## src/rtl/mem_arbiter.sv

```systemverilog
// Two-port round-robin arbiter in front of a single-ported memory with combinational read data.
// Each transaction runs IDLE -> ACCESS -> RESP, so one transaction can start every three cycles.
module mem_arbiter #(
    parameter int AW = 16,
    parameter int DW = 16
) (
    input  logic          clk,
    input  logic          reset,
    input  logic          p0_req,
    input  logic          p0_we,
    input  logic [AW-1:0] p0_addr,
    input  logic [DW-1:0] p0_wdata,
    output logic          p0_ack,
    output logic [DW-1:0] p0_rdata,
    input  logic          p1_req,
    input  logic          p1_we,
    input  logic [AW-1:0] p1_addr,
    input  logic [DW-1:0] p1_wdata,
    output logic          p1_ack,
    output logic [DW-1:0] p1_rdata,
    output logic          mem_en,
    output logic          mem_we,
    output logic [AW-1:0] mem_addr,
    output logic [DW-1:0] mem_wdata,
    input  logic [DW-1:0] mem_rdata,
    output logic          cpu_stall,
    output logic          busy
);

    typedef enum logic [1:0] {
        IDLE   = 2'd0,
        ACCESS = 2'd1,
        RESP   = 2'd2
    } state_t;

    state_t state;
    logic   last_grant;
    logic   grant;
    logic   pick;

    // On a tie the port that did not win last time goes next; a lone request always wins.
    always_comb begin
        pick = 1'b0;
        if (p0_req && p1_req) begin
            pick = ~last_grant;
        end else if (p1_req) begin
            pick = 1'b1;
        end
    end

    // mem_we doubles as the latched access type: it is only ever high during ACCESS.
    always_ff @(posedge clk) begin
        if (reset) begin
            state      <= IDLE;
            last_grant <= 1'b1;
            grant      <= 1'b0;
            mem_en     <= 1'b0;
            mem_we     <= 1'b0;
            mem_addr   <= '0;
            mem_wdata  <= '0;
            p0_ack     <= 1'b0;
            p1_ack     <= 1'b0;
            p0_rdata   <= '0;
            p1_rdata   <= '0;
        end else begin
            case (state)
                IDLE: begin
                    p0_ack <= 1'b0;
                    p1_ack <= 1'b0;
                    if (p0_req || p1_req) begin
                        grant      <= pick;
                        last_grant <= pick;
                        mem_en     <= 1'b1;
                        mem_we     <= pick ? p1_we    : p0_we;
                        mem_addr   <= pick ? p1_addr  : p0_addr;
                        mem_wdata  <= pick ? p1_wdata : p0_wdata;
                        state      <= ACCESS;
                    end
                end
                ACCESS: begin
                    mem_en <= 1'b0;
                    mem_we <= 1'b0;
                    if (!mem_we) begin
                        if (grant) begin
                            p1_rdata <= mem_rdata;
                        end else begin
                            p0_rdata <= mem_rdata;
                        end
                    end
                    p0_ack <= ~grant;
                    p1_ack <= grant;
                    state  <= RESP;
                end
                RESP: begin
                    p0_ack <= 1'b0;
                    p1_ack <= 1'b0;
                    state  <= IDLE;
                end
                default: begin
                    mem_en <= 1'b0;
                    mem_we <= 1'b0;
                    p0_ack <= 1'b0;
                    p1_ack <= 1'b0;
                    state  <= IDLE;
                end
            endcase
        end
    end

    assign busy      = (state != IDLE);
    assign cpu_stall = p0_req & ~p0_ack;

    a_ack_exclusive: assert property (@(posedge clk) !(p0_ack && p1_ack));
    a_we_needs_en:   assert property (@(posedge clk) mem_we |-> mem_en);

endmodule
```

## config.mk

```make
export PLATFORM = sky130hd
export DESIGN_NAME = mem_arbiter
export DESIGN_NICKNAME = d
export VERILOG_FILES = /design/src/rtl/mem_arbiter.sv
export SDC_FILE = /design/constraint.sdc
export NUM_CORES = 1
export LEC_CHECK = 0
export CORE_ASPECT_RATIO = 1.2
export CORE_MARGIN = 3
export CORE_UTILIZATION = 35
export CTS_CLUSTER_DIAMETER = 40
export DETAILED_ROUTE_END_ITERATION = 10
export DONT_BUFFER_PORTS = 1
export SKIP_CTS_REPAIR_TIMING = 1
export SLEW_MARGIN = 15
export SYNTH_ARGS = -nofsm -noshare
export SYNTH_HDL_FRONTEND = slang
export SYNTH_SLANG_ARGS = --single-unit
```

## constraint.sdc

```tcl
create_clock -name clk -period 1.3 [get_ports clk]
set_input_delay 0.26 -clock clk [delete_from_list [all_inputs] [get_ports clk]]
set_output_delay 0.26 -clock clk [all_outputs]
set_load 0.005 [all_outputs]
```

* Word-level counts from Yosys, hierarchy flattened
Index checks and enable logic that the tools add are counted.
** Operators by class
- Equality and inequality tests :: 3
- Multiplexer cells :: 11
- Bitwise logic cells :: 7
- Reduce and logical (&&, ||, !) cells :: 9
** Operators by type and width (count)
- 16-bit two-way mux :: 2
- 1-bit NOT :: 6
- 3-bit AND reduction :: 2
- 1-bit two-way mux :: 5
- 1-bit case mux with 2 select lines :: 2
- 2-bit case mux with 2 select lines :: 1
- 2-bit AND reduction :: 2
- 2-bit by 1-bit equality test with 1-bit output (second input constant) :: 1
- 2-bit equality test (second input constant) :: 1
- 2-bit zero test :: 1
- 2-bit two-way mux :: 1
- 2-bit inequality test (second input constant) :: 1
- 2-bit nonzero test :: 1
- 2-bit OR reduction :: 1
- 1-bit AND :: 1
- 1-bit logical AND :: 1
- 1-bit logical OR :: 1
** Word-level totals
- Register bits :: 72
- Input bits :: 86
- Output and inout port bits :: 70
- Logic and storage cells :: 41

* Logic depth before layout (Yosys ltp)
Gate-level depths: netlist of run 1.
- Depth in word-level cells :: 5
- Gate-level depth with buffers :: 5
- Gate-level depth less buffers :: 4

* Worst setup path before layout of run 1
OpenSTA, ideal clock, no wires.
- Path type :: register to register
- Start :: reg grant
- End :: reg p0_rdata[15]
- Library setup time :: 0.132 ns
- Data arrival time :: 1.240 ns
- Data required time :: 1.168 ns
- Setup slack :: -0.072 ns
- Stages on the path, launching flop included :: 6
- Path buffers :: 2
- Clock period less this slack :: 1.372 ns
- Cells stage by stage :: dfxtp_1 or4b_1 buf_2 buf_6 nand2_1 a21oi_1
** On the way
- Cells in the longest elaborated chain, start to end :: 2
** Ends and longest elaborated chain
- start, declared :: line 38 : logic grant;
- start signal, assigned :: line 71 : grant <= pick;
- 1-bit NOT (no source line)
- 3-bit AND reduction (no source line)
- end signal, assigned :: line 87 : p0_rdata <= mem_rdata;
- end, declared :: line 14 : output logic [DW-1:0] p0_rdata,
No other way between the ends.
A chain may end at the register's enable or synchronous reset.

* Worst setup path in the final report of run 1
- Start :: reg state[1]
- End :: reg p0_rdata[14]
** On the way
- Cells in the longest elaborated chain, start to end :: 2
** Ends and longest elaborated chain
- start, declared :: line 36 : state_t state;
- start signal, assigned :: line 54 : state <= IDLE;
- start signal, assigned :: line 77 : state <= ACCESS;
- start signal, assigned :: line 92 : state <= RESP;
- 2-bit by 1-bit equality test with 1-bit output :: line 66 : case (state)
- 3-bit AND reduction (no source line)
No other way between the ends.

==> results of run 1 <==
final cells by class:
cell class	instances	area (µm²)
clock buffers	10	138
flip-flops and latches	72	1450
repair buffers	19	298
multi-input cells	252	1430
inverters	1	3.75
well taps	111	139
fillers	815	4390
clock inverters	6	82.6
routing by layer:
| metal | vias to the layer above | wire length [µm] |
|---|---|---|
| met4 | 0 | 129 |
| met1 | 1164 | 2990 |
| met5 | - | 0 |
| met3 | 12 | 1080 |
| li1 | 1228 | - |
| met2 | 136 | 4020 |
layout by cell type (no fill, tap or decap), drive strengths merged, types with 2 or more instances in the layout:
cell type / Yosys / layout
nand2: 131 / 131
clkinv: 0 / 3
nor2b: 2 / 2
bufinv: 0 / 2
dfxtp: 72 / 72
nor2: 5 / 5
clkbuf: 10 / 13
a311oi: 32 / 32
buf: 22 / 16
a21oi: 66 / 66
per-stage QoR:
step,cell area (µm²),cells
2_1_floorplan,2940,357
3_3_place_gp,3060,449
3_5_place_dp,3060,449
4_1_cts,3280,465
5_1_grt,3540,471
6_report,3540,471
worst paths after layout:
| kind | from | cells past startpoint | slack (ns) | end |
|---|---|---|---|---|
| setup reg to reg | state[1] | 4 | -0.008 | p0_rdata[14] |
| hold reg to reg | p1_rdata[15] | 2 | 0.47 | p1_rdata[15] |
| setup / recovery | state[1] | 4 | -0.008 | p0_rdata[14] |
| hold / removal | reset | 1 | -0.02 | mem_wdata[14] |
power by group through the flow:
stage | clock network, µW | registers, µW | logic [µW]
floorplan | 0 | 2540 | 519
global placement | 0 | 2590 | 609
detailed placement | 0 | 2580 | 624
CTS | 2020 | 2540 | 623
global route | 2120 | 2560 | 842
finish | 1950 | 2540 | 757
state kept, by name, summed over array words and instances, names as in the netlist:
signal	flops
mem_addr	16
p0_ack	1
mem_we	1
grant	1
p1_ack	1
p0_rdata	16
last_grant	1
mem_wdata	16
state	2
mem_en	1
p1_rdata	16
cell families after synthesis:
logic type             after synthesis  synth area share, %
AO/OA/AOI/OAI                      104                 22.5
buffers and inverters               33                 6.73
flip-flops                          72                 49.1
multiplexers                         1                0.341
AND/OR/NAND/NOR                    147                 21.3
==> key figures, run 1 <==
Critical path
  • Crit path capture type: flop
  • Critical path launch point type: flop
  • WS Path Type: reg -> reg
  • CP arrival: 1.53 ns
  • Crit-path max FO: 16
  • CP max stage delay: 0.52 ns
  • Critical-path cell list: or4b_4 > buf_8 > nand2_1 > a21oi_2
  • Slowest stage cell, crit path: or4b_4
  • WP data required: 1.53 ns
  • Delay-heaviest family, CP: simple AND/OR/NAND/NOR gates
  • Buf/Inv on CP: 1

Job
  • Max-Cap Viols: 0

GRT
  • Total gr overflow: 0
  • Met3 GRT Util: 7.21%
  • Initial antenna violation count: 0
  • Number of global-route vias before repair: 2398
  • Met1 usage in global routing: 16.9%
  • First-pass GRT wire length: 11600 µm
  • M2 GR Usage: 25.2%
  • Most Crowded Layer GR: met2
  • Largest net degree at the start of global routing: 72
  • GR Util All Layers: 15.5%

Floorplan
  • Core area: 7930 µm²
  • Starting Density: 37.0%
  • Die W: 89.6 µm
  • Die area: 9530 µm²
  • FP Rows: 35
  • Die H: 106 µm
  • Ports: 156

STA
  • Rel. slew slack: 58.7%
  • Setup TNS: -0.00820 ns
  • Setup Viol. Count Final: 1
  • Crit share post-route: 101%
  • Fin Clk Skew: 0.00979 ns
  • Final Critical Period: 1.31 ns
  • Unrepaired setup endpoints after global routing: yes
  • F_max: 764 MHz
  • Setup WS post-layout: -0.00820 ns
  • Hold WS: -0.0191 ns
  • Worst slew pin tran: 0.619 ns
  • Hold Fails Final Rpt: 26
  • Fin. max-slew vios: 0

Synth
  • Post-Syn Instances: 357
  • FF+latch count, synth: 72
  • Synth Warn #: 0
  • Leading area contributor after synthesis: dfxtp_1
  • Syn_nets: 443
  • EDFF count, synth: 0
  • Post-synth cell types: 29
  • Top cells by area, synth: dfxtp_1 49%, nand2_1 17%, a21oi_1 11%
  • Mapped cell area: 2940 µm²
  • Post-synthesis sequential area ratio: 49.1%
  • Avg Cell Area, Syn: 8.22 µm²
  • Synth top area share: 49.1%
  • Top post-synthesis cells by count: 131 x nand2_1, 72 x dfxtp_1, 66 x a21oi_1
  • Most common cell in the netlist: nand2_1
  • Async SR Flop Fraction: 0%
  • Ys flop type: dfxtp_1

Pwr
  • Comb pwr share: 14.4%
  • Pwr Density: 1480 nW/µm²
  • Sw Pwr: 1380 µW
  • Total Power: 5240 µW
  • Lkg Pwr: 0.00127 µW
  • Net Sw Frac: 26.3%
  • Clock network power share: 37.2%
  • Reg power frac: 48.4%
  • Maximum VDD drop: 0.704 mV
  • Internal power: 3860 µW

Route
  • Via density: 5.39
  • DR WL/cell: 17.5 µm
  • Drt drc: 0
  • Routed via count: 2540
  • DRT Wirelength: 8220 µm
  • Post-DRT Antenna Nets: 0
  • Initial drt markers: 48
  • Drt first pass iters: 4

Final layout
  • Area Growth Syn to Fin: 20.6%
  • Antenna diodes: 0
  • Layout cell share with drive strength beyond 1: 20.0%
  • Layout Utilization: 44.7%
  • NumNets Final: 441

Clocking
  • CTS tree: built
  • Root buffer cell: clkbuf_8
  • Clock sink count: 72
  • Clock Latency Late Sink: 0.34 ns
  • Bufs on Longest Clock Path: 2
  • Htree depth: 3
  • CTS Buf Count: 9
  • Clk slew on worst S/H paths: 0.08 ns

Place
  • DP Worst Slack: -0.0198 ns
  • DP HPWL: 5250 µm
  • PortBufs: 0
  • Routability Congestion: 0.790

Min path
  • Min-Delay Path Class: in -> reg

Outcome
  • Status: finished, violations left
  • Failing checks: hold timing, setup timing
(Power assumes the default switching activity.)
==> inputs of run 2 (changes only) <==
Settings changed: CELL_PAD_IN_SITES_DETAIL_PLACEMENT set to 2, CELL_PAD_IN_SITES_GLOBAL_PLACEMENT set to 2, CORE_UTILIZATION 35 to 30, PLACE_DENSITY_LB_ADDON set to 0.1.
==> run 2 against run 1 <==
  * Power is 3.5% lower
  * Via count is 2.0% higher
  * The flow still finishes with violations (hold timing, setup timing)
  * Flip-flop and latch count stayed put
  * Critical path depth stayed put
  * Non-clock buffer count is 4 higher
  * Critical endpoint is now p0_rdata[3]
  * Utilization is 7.7 points lower
  * Worst setup slack worse by 0.0076 ns
  * Combinational power is 5.3% lower
  * Clock skew is 0.0016 ns higher
==> key figures, run 2 (same netlist as run 1, synthesis figures left out) <==
Clocking
  • CTS tree: built
  • Bufs on Longest Clock Path: 2
  • CTS Buf Count: 9
  • Clk slew on worst S/H paths: 0.08 ns
  • Root buffer cell: clkbuf_8
  • Clock Latency Late Sink: 0.35 ns
  • Clock sink count: 72
  • Htree depth: 3

STA
  • F_max: 760 MHz
  • Fin Clk Skew: 0.0114 ns
  • Unrepaired setup endpoints after global routing: yes
  • Hold Fails Final Rpt: 30
  • Fin. max-slew vios: 0
  • Setup WS post-layout: -0.0158 ns
  • Final Critical Period: 1.32 ns
  • Worst slew pin tran: 0.296 ns
  • Setup Viol. Count Final: 15
  • Hold WS: -0.0267 ns
  • Crit share post-route: 101%
  • Rel. slew slack: 79.7%

Floorplan
  • FP Rows: 38
  • Die H: 114 µm
  • Ports: 156
  • Starting Density: 31.7%
  • Core area: 9270 µm²
  • Die area: 11000 µm²
  • Die W: 96.3 µm

GRT
  • Total gr overflow: 0
  • Number of global-route vias before repair: 2890
  • Largest net degree at the start of global routing: 72
  • GR Util All Layers: 18.0%
  • First-pass GRT wire length: 15000 µm
  • Initial antenna violation count: 0

Route
  • Routed via count: 2591
  • Drt drc: 0
  • DR WL/cell: 19.7 µm
  • Via density: 5.35
  • DRT Wirelength: 9520 µm
  • Drt first pass iters: 4
  • Initial drt markers: 56
  • Post-DRT Antenna Nets: 0

Place
  • Routability Congestion: 0.728
  • DP Worst Slack: -0.0384 ns
  • Post-DP Area: 3160 µm²
  • PortBufs: 0
  • DP HPWL: 6830 µm

Min path
  • Cells on Worst Hold Path: 1
  • Hold path endpoint: mem_wdata[1]
  • Min-Delay Path Class: in -> reg
  • Min-delay src: reset

Outcome
  • Status: finished, violations left
  • Failing checks: hold timing, setup timing

Final layout
  • Area Growth Syn to Fin: 16.8%
  • Most common cell after layout, fill and taps aside: nand2_1
  • Finished Cell Area: 3430 µm²
  • Layout cell share with drive strength beyond 1: 15.4%
  • Most frequent cells in the layout: 131 x nand2_1, 68 x dfxtp_1, 62 x a21oi_1
  • Layout Utilization: 37.0%
  • Antenna diodes: 0
  • NumNets Final: 445

Job
  • Max-Cap Viols: 0

Critical path
  • WS Path Type: reg -> reg
  • R2R Path End: p0_rdata[3]
  • CP arrival: 1.56 ns
  • Critical path launch point type: flop
  • Crit-path max FO: 16
  • R2r worst-path depth: 4
  • Worst R2R Setup Slack: -0.02 ns
  • Launch point of the worst reg-to-reg path: state[1]
  • WP data required: 1.55 ns
  • Crit path capture type: flop

Pwr
  • Lkg Pwr: 0.00125 µW
  • Maximum VDD drop: 0.455 mV
  • Pwr Density: 1470 nW/µm²
==> run 2: cell types whose count changed in the layout (fill, tap and decap cells not counted), sizes merged <==
cell and delta:
clkinvlp -1, bufinv -1, clkinv +2, buf +7
clkbuf -3
==> run 2: cell type report <==
class / count / area, µm²
flip-flops and latches: 72 / 1450
fillers: 1060 / 5840
well taps: 120 / 150
repair buffers: 23 / 302
clock inverters: 6 / 58.8
inverters: 1 / 3.75
clock buffers: 10 / 138
multi-input cells: 252 / 1330
==> run 2: worst max-delay path, stage by stage (launching register included) <==
cell,delay [ns]
dfxtp_4,0.38
or4b_4,0.53
buf_12,0.17
nand2_1,0.07
a21oi_1,0.06
==> run 2: worst max-delay path by stage <==
stage	from	end	slack, ns	cells after the start
3_5_place_dp	state[1]	p0_rdata[3]	-0.04	4
3_3_place_gp	state[1]	p0_rdata[4]	0.005	4
4_1_cts	state[1]	p0_rdata[3]	-0.05	4
6_report	state[1]	p0_rdata[3]	-0.02	4
2_1_floorplan	grant	p0_rdata[15]	-0.06	5
5_1_grt	state[1]	p0_rdata[5]	-0.07	4
==> run 2: power breakdown <==
part | internal, µW | switching (µW) | total (µW)
Sequential | 2380 | 151 | 2530
Clock | 929 | 874 | 1800
Combinational | 338 | 380 | 717
Total | 3650 | 1400 | 5050
==> run 2: routing by layer <==
layer  up-vias  track usage (%)  part of all wire (%)
met1      1260             19.2                    37
met2        86             32.1                    53
met3        10             6.31                   8.6
met5         -                0                     0
li1       1235                -                     -
met4         0             6.45                   1.3
==> run 2: metrics by stage <==
step | std cells | hold slack, ns | total power, µW | setup TNS (ns)
2_1_floorplan | 357 | 0.396 | 3060 | -0.576
3_3_place_gp | 466 | 0.337 | 3270 | 0
3_5_place_dp | 466 | 0.334 | 3300 | -0.325
4_1_cts | 482 | -0.0612 | 5140 | -0.577
5_1_grt | 484 | -0.0658 | 5370 | -0.874
6_report | 484 | -0.0267 | 5050 | -0.112
